File: config.mk
export PLATFORM = sky130hd
export DESIGN_NAME = wb_intercon_rr_flat
export DESIGN_NICKNAME = d
export VERILOG_FILES = /design/src/rtl/wb_intercon_rr_if.sv /design/src/rtl/wb_intercon_rr.sv /design/src/flat_wrapper.sv
export SDC_FILE = /design/constraint.sdc
export NUM_CORES = 1
export LEC_CHECK = 0
export ABC_AREA = 1
export CAP_MARGIN = 40
export CORE_AREA = 2 2 271 273
export DETAILED_ROUTE_END_ITERATION = 8
export DIE_AREA = 0 0 273 275
export PLACE_DENSITY = 0.3
export SYNTH_ARGS = -nofsm -noshare
export SYNTH_HDL_FRONTEND = slang
export SYNTH_SLANG_ARGS = --single-unit
File: constraint.sdc
create_clock -name clk -period 2.1 [get_ports clk]
set_input_delay 0.42 -clock clk [delete_from_list [all_inputs] [get_ports clk]]
set_output_delay 0.42 -clock clk [all_outputs]
set_load 0.1 [all_outputs]
File: src/rtl/wb_intercon_rr_if.sv
// Bundled Wishbone shared-bus signals between N masters, the interconnect and M slaves.
// Packed vectors carry one slice per master or per slave, lowest index in the low bits.
interface wb_intercon_rr_if #(
   parameter int NUM_M = 4,
   parameter int NUM_S = 8,
   parameter int ADR_W = 32,
   parameter int DAT_W = 32
);
   localparam int SEL_W = DAT_W / 8;

   logic [NUM_M-1:0]       m_cyc_i;
   logic [NUM_M-1:0]       m_stb_i;
   logic [NUM_M-1:0]       m_we_i;
   logic [NUM_M*ADR_W-1:0] m_adr_i;
   logic [NUM_M*DAT_W-1:0] m_dat_i;
   logic [NUM_M*SEL_W-1:0] m_sel_i;
   logic [DAT_W-1:0]       m_dat_o;
   logic [NUM_M-1:0]       m_ack_o;
   logic [NUM_M-1:0]       m_err_o;
   logic [NUM_M-1:0]       m_rty_o;
   logic [NUM_S-1:0]       s_cyc_o;
   logic [NUM_S-1:0]       s_stb_o;
   logic                   s_we_o;
   logic [ADR_W-1:0]       s_adr_o;
   logic [DAT_W-1:0]       s_dat_o;
   logic [SEL_W-1:0]       s_sel_o;
   logic [NUM_S*DAT_W-1:0] s_dat_i;
   logic [NUM_S-1:0]       s_ack_i;
   logic [NUM_S-1:0]       s_err_i;
   logic [NUM_S-1:0]       s_rty_i;

   // Interconnect view: it is addressed by the masters and drives the slaves.
   modport slave (
      input  m_cyc_i, m_stb_i, m_we_i, m_adr_i, m_dat_i, m_sel_i,
      input  s_dat_i, s_ack_i, s_err_i, s_rty_i,
      output m_dat_o, m_ack_o, m_err_o, m_rty_o,
      output s_cyc_o, s_stb_o, s_we_o, s_adr_o, s_dat_o, s_sel_o
   );

   // Environment view: masters and slaves attached around the interconnect.
   modport master (
      output m_cyc_i, m_stb_i, m_we_i, m_adr_i, m_dat_i, m_sel_i,
      output s_dat_i, s_ack_i, s_err_i, s_rty_i,
      input  m_dat_o, m_ack_o, m_err_o, m_rty_o,
      input  s_cyc_o, s_stb_o, s_we_o, s_adr_o, s_dat_o, s_sel_o
   );
endinterface

File: src/rtl/wb_intercon_rr.sv
// Wishbone shared-bus interconnect: registered round-robin arbitration, base/mask decode,
// registered error for unmapped accesses and a watchdog error for slaves that never answer.
module wb_intercon_rr #(
   parameter int                     NUM_M   = 4,
   parameter int                     NUM_S   = 8,
   parameter int                     ADR_W   = 32,
   parameter int                     DAT_W   = 32,
   parameter logic [NUM_S*ADR_W-1:0] S_BASE  = '0,
   parameter logic [NUM_S*ADR_W-1:0] S_MASK  = '0,
   parameter int                     TIMEOUT = 255
) (
   input  logic             clk,
   input  logic             reset_n,
   wb_intercon_rr_if.slave  bus,
   output logic             fsm_state
);
   localparam int SEL_W = DAT_W / 8;
   localparam int GW    = (NUM_M > 1) ? $clog2(NUM_M) : 1;
   localparam int SW    = (NUM_S > 1) ? $clog2(NUM_S) : 1;
   localparam int WD_W  = (TIMEOUT > 0) ? $clog2(TIMEOUT + 1) : 1;
   localparam logic [WD_W-1:0] WD_LAST = WD_W'((TIMEOUT > 0) ? TIMEOUT - 1 : 0);

   // Handshake: a master requests with cyc&stb and holds them until it sees ack, err or rty
   // in a cycle; that cycle completes the beat. cyc held high keeps ownership of the bus.
   typedef enum logic {IDLE = 1'b0, BUSY = 1'b1} state_t;

   state_t            state, state_nx;
   logic [GW-1:0]     gnt, gnt_nx, last, last_nx, winner;
   logic              found, busy, hit, cyc_g, stb_g, term, wd_run;
   logic [SW-1:0]     sel;
   logic [ADR_W-1:0]  adr_g;
   logic              umap_err, wd_err;
   logic [WD_W-1:0]   wdog;

   logic [NUM_M-1:0]  ack_v, err_v, rty_v;
   logic [NUM_S-1:0]  s_cyc_v, s_stb_v;
   logic [DAT_W-1:0]  m_dat_v, s_dat_v;
   logic [ADR_W-1:0]  s_adr_v;
   logic [SEL_W-1:0]  s_sel_v;
   logic              s_we_v;

   assign fsm_state = state;
   assign busy      = (state == BUSY);
   assign cyc_g     = bus.m_cyc_i[gnt];
   assign stb_g     = bus.m_stb_i[gnt];
   assign adr_g     = bus.m_adr_i[int'(gnt)*ADR_W +: ADR_W];

   // First requester after the previous owner wins.
   always_comb begin
      found  = 1'b0;
      winner = last;
      for (int k = 1; k <= NUM_M; k++) begin
         if (!found && bus.m_cyc_i[(int'(last) + k) % NUM_M]) begin
            found  = 1'b1;
            winner = GW'((int'(last) + k) % NUM_M);
         end
      end
   end

   // Scan downward so that the lowest matching slave index is the one kept.
   always_comb begin
      hit = 1'b0;
      sel = '0;
      for (int i = NUM_S - 1; i >= 0; i--) begin
         if ((adr_g & S_MASK[i*ADR_W +: ADR_W]) == S_BASE[i*ADR_W +: ADR_W]) begin
            hit = 1'b1;
            sel = SW'(i);
         end
      end
   end

   assign term   = hit && (bus.s_ack_i[sel] || bus.s_err_i[sel] || bus.s_rty_i[sel]);
   assign wd_run = busy && cyc_g && stb_g && hit && !term;

   always_comb begin
      state_nx = state;
      gnt_nx   = gnt;
      last_nx  = last;
      case (state)
         IDLE: begin
            if (found) begin
               state_nx = BUSY;
               gnt_nx   = winner;
               last_nx  = winner;
            end
         end
         BUSY: begin
            if (!cyc_g) state_nx = IDLE;
         end
         default: state_nx = IDLE;
      endcase
   end

   always_comb begin
      ack_v   = '0;
      err_v   = '0;
      rty_v   = '0;
      s_cyc_v = '0;
      s_stb_v = '0;
      m_dat_v = '0;
      s_we_v  = 1'b0;
      s_adr_v = '0;
      s_dat_v = '0;
      s_sel_v = '0;
      if (busy) begin
         s_we_v  = bus.m_we_i[gnt];
         s_adr_v = adr_g;
         s_dat_v = bus.m_dat_i[int'(gnt)*DAT_W +: DAT_W];
         s_sel_v = bus.m_sel_i[int'(gnt)*SEL_W +: SEL_W];
         if (hit) begin
            s_cyc_v[sel] = cyc_g;
            s_stb_v[sel] = stb_g;
            m_dat_v      = bus.s_dat_i[int'(sel)*DAT_W +: DAT_W];
            // A real slave response always beats a watchdog expiry landing in the same cycle.
            if (term) begin
               ack_v[gnt] = bus.s_ack_i[sel];
               err_v[gnt] = bus.s_err_i[sel];
               rty_v[gnt] = bus.s_rty_i[sel];
            end else if (wd_err) begin
               err_v[gnt] = 1'b1;
            end
         end else begin
            err_v[gnt] = umap_err;
         end
      end
   end

   assign bus.m_ack_o = ack_v;
   assign bus.m_err_o = err_v;
   assign bus.m_rty_o = rty_v;
   assign bus.m_dat_o = m_dat_v;
   assign bus.s_cyc_o = s_cyc_v;
   assign bus.s_stb_o = s_stb_v;
   assign bus.s_we_o  = s_we_v;
   assign bus.s_adr_o = s_adr_v;
   assign bus.s_dat_o = s_dat_v;
   assign bus.s_sel_o = s_sel_v;

   always_ff @(posedge clk or negedge reset_n) begin
      if (!reset_n) begin
         state    <= IDLE;
         gnt      <= '0;
         last     <= GW'(NUM_M - 1);
         umap_err <= 1'b0;
         wdog     <= '0;
         wd_err   <= 1'b0;
      end else begin
         state    <= state_nx;
         gnt      <= gnt_nx;
         last     <= last_nx;
         // Toggles off after one cycle so a held stb errors every other cycle.
         umap_err <= busy && cyc_g && stb_g && !hit && !umap_err;
         if (TIMEOUT != 0 && wd_run) begin
            if (wdog == WD_LAST) begin
               wdog   <= '0;
               wd_err <= 1'b1;
            end else begin
               wdog   <= wdog + 1'b1;
               wd_err <= 1'b0;
            end
         end else begin
            wdog   <= '0;
            wd_err <= 1'b0;
         end
      end
   end
endmodule

File: src/flat_wrapper.sv
// flat-port wrapper written by rule: the top's interface ports become plain ports
module wb_intercon_rr_flat 
#(
   parameter int                     NUM_M   = 4,
   parameter int                     NUM_S   = 8,
   parameter int                     ADR_W   = 32,
   parameter int                     DAT_W   = 32,
   parameter logic [NUM_S*ADR_W-1:0] S_BASE  = '0,
   parameter logic [NUM_S*ADR_W-1:0] S_MASK  = '0,
   parameter int                     TIMEOUT = 255
)
  (clk, reset_n, fsm_state, bus_m_cyc_i, bus_m_stb_i, bus_m_we_i, bus_m_adr_i, bus_m_dat_i, bus_m_sel_i, bus_s_dat_i, bus_s_ack_i, bus_s_err_i, bus_s_rty_i, bus_m_dat_o, bus_m_ack_o, bus_m_err_o, bus_m_rty_o, bus_s_cyc_o, bus_s_stb_o, bus_s_we_o, bus_s_adr_o, bus_s_dat_o, bus_s_sel_o);
  wb_intercon_rr_if #(.NUM_M(NUM_M), .NUM_S(NUM_S), .ADR_W(ADR_W), .DAT_W(DAT_W)) bus_i ();
  input  logic clk;
  input  logic reset_n;
  output logic fsm_state;
  input wire logic [$bits(bus_i.m_cyc_i)-1:0] bus_m_cyc_i;
  input wire logic [$bits(bus_i.m_stb_i)-1:0] bus_m_stb_i;
  input wire logic [$bits(bus_i.m_we_i)-1:0] bus_m_we_i;
  input wire logic [$bits(bus_i.m_adr_i)-1:0] bus_m_adr_i;
  input wire logic [$bits(bus_i.m_dat_i)-1:0] bus_m_dat_i;
  input wire logic [$bits(bus_i.m_sel_i)-1:0] bus_m_sel_i;
  input wire logic [$bits(bus_i.s_dat_i)-1:0] bus_s_dat_i;
  input wire logic [$bits(bus_i.s_ack_i)-1:0] bus_s_ack_i;
  input wire logic [$bits(bus_i.s_err_i)-1:0] bus_s_err_i;
  input wire logic [$bits(bus_i.s_rty_i)-1:0] bus_s_rty_i;
  output wire logic [$bits(bus_i.m_dat_o)-1:0] bus_m_dat_o;
  output wire logic [$bits(bus_i.m_ack_o)-1:0] bus_m_ack_o;
  output wire logic [$bits(bus_i.m_err_o)-1:0] bus_m_err_o;
  output wire logic [$bits(bus_i.m_rty_o)-1:0] bus_m_rty_o;
  output wire logic [$bits(bus_i.s_cyc_o)-1:0] bus_s_cyc_o;
  output wire logic [$bits(bus_i.s_stb_o)-1:0] bus_s_stb_o;
  output wire logic [$bits(bus_i.s_we_o)-1:0] bus_s_we_o;
  output wire logic [$bits(bus_i.s_adr_o)-1:0] bus_s_adr_o;
  output wire logic [$bits(bus_i.s_dat_o)-1:0] bus_s_dat_o;
  output wire logic [$bits(bus_i.s_sel_o)-1:0] bus_s_sel_o;
  assign bus_i.m_cyc_i = bus_m_cyc_i;
  assign bus_i.m_stb_i = bus_m_stb_i;
  assign bus_i.m_we_i = bus_m_we_i;
  assign bus_i.m_adr_i = bus_m_adr_i;
  assign bus_i.m_dat_i = bus_m_dat_i;
  assign bus_i.m_sel_i = bus_m_sel_i;
  assign bus_i.s_dat_i = bus_s_dat_i;
  assign bus_i.s_ack_i = bus_s_ack_i;
  assign bus_i.s_err_i = bus_s_err_i;
  assign bus_i.s_rty_i = bus_s_rty_i;
  assign bus_m_dat_o = bus_i.m_dat_o;
  assign bus_m_ack_o = bus_i.m_ack_o;
  assign bus_m_err_o = bus_i.m_err_o;
  assign bus_m_rty_o = bus_i.m_rty_o;
  assign bus_s_cyc_o = bus_i.s_cyc_o;
  assign bus_s_stb_o = bus_i.s_stb_o;
  assign bus_s_we_o = bus_i.s_we_o;
  assign bus_s_adr_o = bus_i.s_adr_o;
  assign bus_s_dat_o = bus_i.s_dat_o;
  assign bus_s_sel_o = bus_i.s_sel_o;
  wb_intercon_rr #(.NUM_M(NUM_M), .NUM_S(NUM_S), .ADR_W(ADR_W), .DAT_W(DAT_W), .S_BASE(S_BASE), .S_MASK(S_MASK), .TIMEOUT(TIMEOUT)) u_core (.clk(clk), .reset_n(reset_n), .bus(bus_i), .fsm_state(fsm_state));
endmodule
Yosys cells after proc, flatten, opt, wreduce, memory -nomap -nowiden
Cells that the tools add are included.
- input port bits: 566
- register bits: 14
- logic and storage cells: 95
- eq/ne operators: 1
- order comparisons: 6
- shifts and indexed selects: 3
- muxes and demuxes: 49
- bitwise logic cells: 8
- add/subtract/negate cells: 5
- reductions and logical operators: 18
- operators by type and width (kind ; number):
    128-bit by 8-bit variable part select with 32-bit output ; 2
    32-bit two-way mux ; 3
    4-bit two-way mux ; 8
    1-bit two-way mux ; 23
    3-bit by 4-bit < comparator with 1-bit output, second input constant ; 4
    8-bit two-way mux ; 2
    16-bit by 5-bit variable part select with 4-bit output ; 1
    1-bit binary-select mux with 2-bit select ; 7
    4-bit bitwise AND ; 3
    8-bit by 1-bit adder with 8-bit output, second input constant ; 1
    8-bit == test, second input constant ; 1
    2-bit two-way mux ; 4
    2-bit OR reduction ; 4
    1-bit logical AND ; 7
    2-bit by 1-bit adder with 2-bit output, second input constant ; 2
    2-bit adder, second input constant ; 2
    1-bit bitwise AND, first input constant ; 4
    1-bit zero test ; 4
    2-bit by 3-bit < comparator with 1-bit output, second input constant ; 1
    1-bit demux with 2-bit select ; 1
    2-bit by 1-bit greater-or-equal comparator with 1-bit output, second input constant ; 1
    1-bit logical OR ; 2
    1-bit one-hot mux with 2 select lines ; 1
    2-bit AND reduction ; 1
    1-bit inverter ; 1

Longest topological paths before layout
Gate-level depths: netlist (run 1).
- word-level depth: 18
- mapped depth: 12
- depth with buffers taken out: 11

Worst setup path before layout (run 1)
Ideal clock, no wire load.
- path kind: register to output
- from: register u_core.state (netlist: u_core.fsm_state)
- to: output port bus_m_ack_o[0]
- path buffers: 2
- data required time: 1.680 ns
- slack: -2.010 ns
- stages on the path, launching flop included: 5
- data arrival time: 3.690 ns
- path through: dfrtp_1 buf_2 clkinv_1 clkbuf_1 nor3_1
- longest elaborated chain between the ends: 1
- RTL lines (element ; RTL line ; text):
    start: declaration ; wb_intercon_rr.sv:27 ; state_t state, state_nx;
    start signal: assignment ; wb_intercon_rr.sv:148 ; state <= state_nx;
    4-bit two-way mux ; wb_intercon_rr.sv:105 ; if (busy) begin
    end: declaration ; flat_wrapper.sv:28 ; output wire logic [$bits(bus_i.m_ack_o)-1:0] bus_m_ack_o;
No other way between the ends.

Final worst setup path (run 1)
- from: register u_core.gnt[0]
- to: output port bus_s_adr_o[0]
- longest elaborated chain between the ends: 2
- RTL lines (element ; RTL line ; text):
    start: declaration ; wb_intercon_rr.sv:28 ; logic [GW-1:0] gnt, gnt_nx, last, last_nx, winner;
    start signal: assignment ; wb_intercon_rr.sv:149 ; gnt <= gnt_nx;
    128-bit by 8-bit variable part select with 32-bit output ; wb_intercon_rr.sv:46 ; assign adr_g = bus.m_adr_i[int'(gnt)*ADR_W +: ADR_W];
    32-bit two-way mux ; wb_intercon_rr.sv:105 ;
    end: declaration ; flat_wrapper.sv:34 ; output wire logic [$bits(bus_i.s_adr_o)-1:0] bus_s_adr_o;
No other way between the ends.

==> summary.txt, run 1 <==
Critical path
  – Crit path DAT: 1.84 ns
  – Critical Path Source: u_core.gnt[0]
  – CP endpoint kind: primary output
  – CP peak stage delay: 0.46 ns
  – Req. time, crit path: 1.68 ns
  – Critical path buffer and inverter count: 4
  – Cell mode on critical path: buf_12
  – Crit Path Max Fanout: 13
  – Worst setup SP type: register
  – CP top delay family: buffers and inverters
  – Slowest CP cell: dfrtp_2
  – Setup CP Type: reg2out
  – CP Cell Sequence: nor2_4, buf_12, buf_12, buf_12, a22oi_1, a31oi_4, buf_12
  – Worst r2r src: u_core.gnt[0]

Synthesis
  – Post-Syn Area: 2940 um2
  – Synthesized area per cell: 5.45 um2
  – Post-synth cell types: 29
  – Cells after Synth: 540
  – Yosys warnings: 0
  – Seq/Total Area, Yosys: 12.0%
  – Yosys reg bits: 14

Final layout
  – Area grow syn2layout: 318%
  – Share of layout cells above drive strength 1: 40.2%
  – Fin area: 12300 um2
  – Multi-input logic area: 3710 um2
  – ANT cells: 0
  – Layout Cells excl Fill: 1971
  – Nets: 1581
  – Filler Cell Count: 8096
  – Reg area: 359 um2

Place
  – Post-DP Area: 11500 um2
  – Dpl cells: 1948
  – PortBufs: 436
  – DP HPWL: 24600 um
  – Global placement routability congestion: 0.745

Global route
  – Tot GR Track Use: 7.04%
  – Antenna violations before repair: 3
  – Vias in the first global route: 5806
  – First-pass GRT wire length: 39400 um
  – Largest net degree at the start of global routing: 40
  – Grt total ovfl: 0

CTS
  – Clk root buf: clkbuf_16
  – Later-pin clock latency in the skew report: 0.24 ns
  – Clock sink count: 14
  – Inserted Clock Buffers: 3
  – Max clock buf depth: 2
  – CTS tree: yes
  – H-tree levels: 1
  – Hold bufs inserted after CTS: 0
  – Clock-pin slew on the worst setup and hold paths: 0.05 ns

Pwr
  – Peak supply drop: 0.734 mV
  – PwrDens: 1860 nW/um2
  – Pleak: 4.00 nW

Run
  – Max-cap violations: 0

Floorplan
  – Die area: 75100 um2
  – CORE AREA: 72300 um2
  – Num rows: 99
  – Die width: 273 um
  – Starting Density: 4.07%
  – Die H: 275 um
  – Num ports: 696

Timing
  – Post-route clock period utilization: 108%
  – Slew Viols, Final: 0
  – Fin worst setup slack: -0.163 ns
  – RSZ-0062 raised after global routing: yes
  – Hold slack: 0.461 ns
  – Peak Freq: 0.442 GHz
  – Final Skew: 0.00231 ns
  – Final Hold Viols: 0
  – Final Setup Violations: 76
  – Min cycle time layout: 2.26 ns

Detailed routing
  – Wire per inst: 15.3 um
  – Initial DRC count: 159
  – Drt drc: 0
  – Final ANT Viol Nets: 0
  – Vias: 5711
  – Drt pass-1 iters: 4
  – DR vias/cell: 2.90
  – DRT Wirelength: 30100 um

Run status
  – Status: finished with violations
  – Failing checks: setup timing

Worst hold path
  – HP Class: in2async
per-layer routing:
metal  track usage [%]  part of all wire, %
met3              2.27                  8.8
met5                 0                0.086
met2              12.8                   51
met1              8.48                   40
met4             0.259                 0.36
synth_stat cells (all sizes together):
cell | count | share of area, %
nor3 | 7 | 1.2
o211ai | 2 | 0.51
a22oi | 71 | 18
conb | 1 | 0.13
inv | 51 | 6.5
xor2 | 4 | 1.2
dfstp | 2 | 1.8
buf | 21 | 4.8
clkbuf | 35 | 4.5
nand4 | 1 | 0.21
ha | 2 | 0.85
and2 | 1 | 0.21
nand3 | 11 | 2.0
a31oi | 70 | 15
a21o | 1 | 0.26
o22ai | 1 | 0.21
xnor2 | 2 | 0.60
a21oi | 2 | 0.47
clkinv | 1 | 0.13
nor2 | 23 | 3.3
dfrtp | 12 | 10
nand2 | 219 | 28
report_power, final:
part	internal [mW]	switching, mW
clock	0.288	0.107
combinational	8.21	13.8
sequential	0.350	0.129
total	8.85	14.0
cell families (layout without fill, tap and decap cells):
| family | after synthesis | after routing | share of synthesized area (%) |
|---|---|---|---|
| AND/OR/NAND/NOR | 262 | 262 | 34.9 |
| XOR/XNOR | 6 | 6 | 1.79 |
| flip-flops | 14 | 14 | 12.0 |
| other | 1 | 14 | 0.127 |
| adder cells (fa/ha/maj) | 2 | 2 | 0.851 |
| AO/OA/AOI/OAI | 147 | 147 | 34.5 |
| buffers and inverters | 108 | 567 | 15.9 |
worst paths after layout:
path | endpoint | slack (ns) | cells after the start
min in group clk | u_core.wdog[0] | 0.49 | 1
worst max register to register | u_core.wdog[4] | 0.14 | 9
worst min register to register | u_core.wdog[0] | 0.49 | 1
max in group asynchronous | u_core.fsm_state | 1.18 | 2
worst max-delay path | bus_s_adr_o[0] | -0.16 | 7
worst min-delay path | u_core.wdog[0] | 0.46 | 1
through the flow:
step                      setup TNS, ns  worst slack, ns  utilization (%)  power (mW)
after floorplan                   -8.07           -0.171                -        13.2
after global placement           -0.262          -0.0320             15.8        21.4
after detailed placement         -0.273          -0.0450             15.8        21.4
after CTS                        -10.96           -0.191             16.4        22.4
after global routing             -12.86           -0.227             17.0        23.8
final                             -6.55           -0.163             17.0        22.9
cell type report:
cell class,instances,share of cell area [%]
well taps,959,9.77
clock buffers,4,0.723
multi-input cells,431,30.2
flip-flops and latches,14,2.92
inverters,52,2.74
repair buffers,511,53.6
sequential cells by signal (all words and copies together) (netlist names):
| name | count |
|---|---|
| u_core.wdog | 8 |
| u_core.fsm_state | 1 |
| u_core.wd_err | 1 |
| u_core.last | 2 |
| u_core.gnt | 2 |
what timing repair did:
action | in CTS | in global routing
endpoints found under the setup margin | 90 | 87
gates cloned | 1 | 6
endpoints found under the hold margin | 0 | 0
resized for setup | 45 | 58
setup buffers | 8 | 6
pin swaps | 6 | 12
layout by cell type (no fill, tap or decap), types with 3 or more instances in the layout:
cell type / n
inv_1: 15
buf_12: 135
nand2_1: 201
conb_1: 14
dfrtp_1: 9
buf_16: 6
xor2_1: 4
nand2_2: 17
a22oi_1: 8
nor2_4: 8
clkinvlp_4: 31
clkbuf_16: 8
nor3_4: 6
a22oi_2: 63
buf_6: 4
nand3_1: 10
a31oi_4: 69
buf_4: 39
clkdlybuf4s50_1: 319
inv_2: 3
nor2_1: 13
Power figures use the tool's default switching activity.
==> run 2: changes to the inputs <==
TNS_END_PERCENT = 5   (was default)
==> summary.txt, run 2 (same netlist as run 1, synthesis figures left out) <==
Timing
  – Final Hold Viols: 0
  – Final Setup Violations: 75
  – Slew headroom: 58.1%
  – Slew Viols, Final: 0
  – Post-route clock period utilization: 111%
  – RSZ-0062 raised after global routing: yes
  – Min cycle time layout: 2.32 ns
  – Setup TNS: -11.64 ns
  – Peak Freq: 0.431 GHz
  – Tightest Pin Transition: 0.626 ns
  – Fin worst setup slack: -0.222 ns
  – Final Skew: 0.00319 ns

Floorplan
  – Num ports: 696
  – Starting Density: 4.07%
  – Num rows: 99
  – Die area: 75100 um2
  – Die H: 275 um
  – CORE AREA: 72300 um2
  – Die width: 273 um

CTS
  – H-tree levels: 1
  – Clock sink count: 14
  – Hold bufs inserted after CTS: 0
  – Max clock buf depth: 2
  – Clk root buf: clkbuf_16
  – Inserted Clock Buffers: 3
  – Later-pin clock latency in the skew report: 0.24 ns
  – CTS tree: yes
  – Clock-pin slew on the worst setup and hold paths: 0.04 ns

Detailed routing
  – DRT Wirelength: 28300 um
  – Vias: 5645
  – Final ANT Viol Nets: 0
  – Wire per inst: 14.5 um
  – Drt pass-1 iters: 4
  – Initial DRC count: 127
  – Drt drc: 0
  – DR vias/cell: 2.89

Global route
  – Vias in the first global route: 5849
  – Tot GR Track Use: 6.89%
  – Antenna violations before repair: 2
  – Grt total ovfl: 0
  – Largest net degree at the start of global routing: 39
  – First-pass GRT wire length: 38800 um

Pwr
  – Sw Ratio: 62.6%
  – Reg power frac: 2.0%
  – Tot Pwr: 21.6 mW
  – Pleak: 4.05 nW
  – Power share of the combinational group: 96.3%
  – Part of the power in the clock network: 1.7%
  – Psw: 13.5 mW
  – Peak supply drop: 0.758 mV
  – PwrDens: 1870 nW/um2
  – Int Pwr: 8.08 mW

Critical path
  – Critical path buffer and inverter count: 5
  – Crit path DAT: 1.90 ns
  – Cell mode on critical path: buf_12
  – CP top delay family: buffers and inverters
  – Worst setup SP type: register
  – CP Cell Sequence: buf_4, nor2_4, buf_8, buf_12, buf_16, a22oi_1, a31oi_4, buf_12
  – CP peak stage delay: 0.41 ns
  – Req. time, crit path: 1.68 ns
  – CP endpoint kind: primary output
  – Crit Path Max Fanout: 17
  – R2R Setup Slk: 0.15 ns
  – Slowest CP cell: dfrtp_1
  – Setup CP Type: reg2out

Final layout
  – Top Registers: u_core.wdog (8), u_core.gnt (2), u_core.last (2)
  – Most common cell after layout, fill and taps aside: clkdlybuf4s50_1
  – Largest register by flop count: u_core.wdog
  – Commonest cells after routing, fill and taps aside: clkdlybuf4s50_1 (318), nand2_1 (218), buf_12 (131)
  – Share of layout cells above drive strength 1: 29.5%
  – Nets: 1563
  – Max reg flops: 8
  – Area grow syn2layout: 292%
  – Core Util, Final: 15.9%

Run status
  – Failing checks: setup timing
  – Status: finished with violations

Place
  – Dpl ws: -0.0320 ns
  – DP HPWL: 22800 um
  – PortBufs: 436
  – Global placement routability congestion: 0.735

Worst hold path
  – HP Class: reg2reg

Run
  – Max-cap violations: 0
[run 2: layout make-up]
| class | count | area, um2 |
|---|---|---|
| fill | 8164 | 60800 |
| timing repair buffer | 493 | 6280 |
| multi-input combinational | 431 | 3400 |
| tap | 959 | 1200 |
| sequential | 14 | 358 |
| inverter | 52 | 210 |
| clock buffer | 4 | 78.8 |
| antenna | 1 | 2.50 |
[run 2: per-stage QoR]
stage	hold WS, ns	instances	cell area (um2)
2_1_floorplan	0.124	553	4190
3_3_place_gp	0.476	1932	11100
3_5_place_dp	0.475	1932	11100
4_1_cts	0.490	1948	11400
5_1_grt	0.516	1953	11500
6_report	0.489	1954	11500
[run 2: what timing repair did]
| action | 4_1_cts | 5_1_grt |
|---|---|---|
| resized for setup | 16 | 22 |
| endpoints found under the setup margin | 87 | 89 |
| gates cloned | 3 | 1 |
| setup buffers | 9 | 4 |
| pin swaps | 5 | 7 |
[run 2: path summary, 6_finish.rpt]
path | from | to | cells after the start
worst min register to register | u_core.wdog[0] | u_core.wdog[0] | 1
min in group asynchronous | reset_n | u_core.wd_err | 1
worst max register to register | u_core.gnt[1] | u_core.wdog[0] | 10
max in group asynchronous | reset_n | u_core.last[1] | 2
worst min-delay path | u_core.wdog[0] | u_core.wdog[0] | 1
worst max-delay path | u_core.gnt[1] | bus_s_adr_o[0] | 8
[run 2: power by group through the flow]
| stage | combinational (mW) | sequential, mW | clock, mW |
|---|---|---|---|
| 2_1_floorplan | 12.5 | 0.454 | 0 |
| 3_3_place_gp | 20.2 | 0.443 | 0 |
| 3_5_place_dp | 20.2 | 0.442 | 0 |
| 4_1_cts | 20.9 | 0.441 | 0.373 |
| 5_1_grt | 21.7 | 0.449 | 0.393 |
| 6_report | 20.8 | 0.439 | 0.359 |
[run 2: metal layers]
metal  share of wire (%)  vias to the layer above  GRT usage, %
li1                    -                     2736             -
met1                  38                     2592          7.76
met2                  52                      315          13.0
met3                 9.7                        2          2.34
met4                0.37                        0         0.360
met5                   0                        -             0
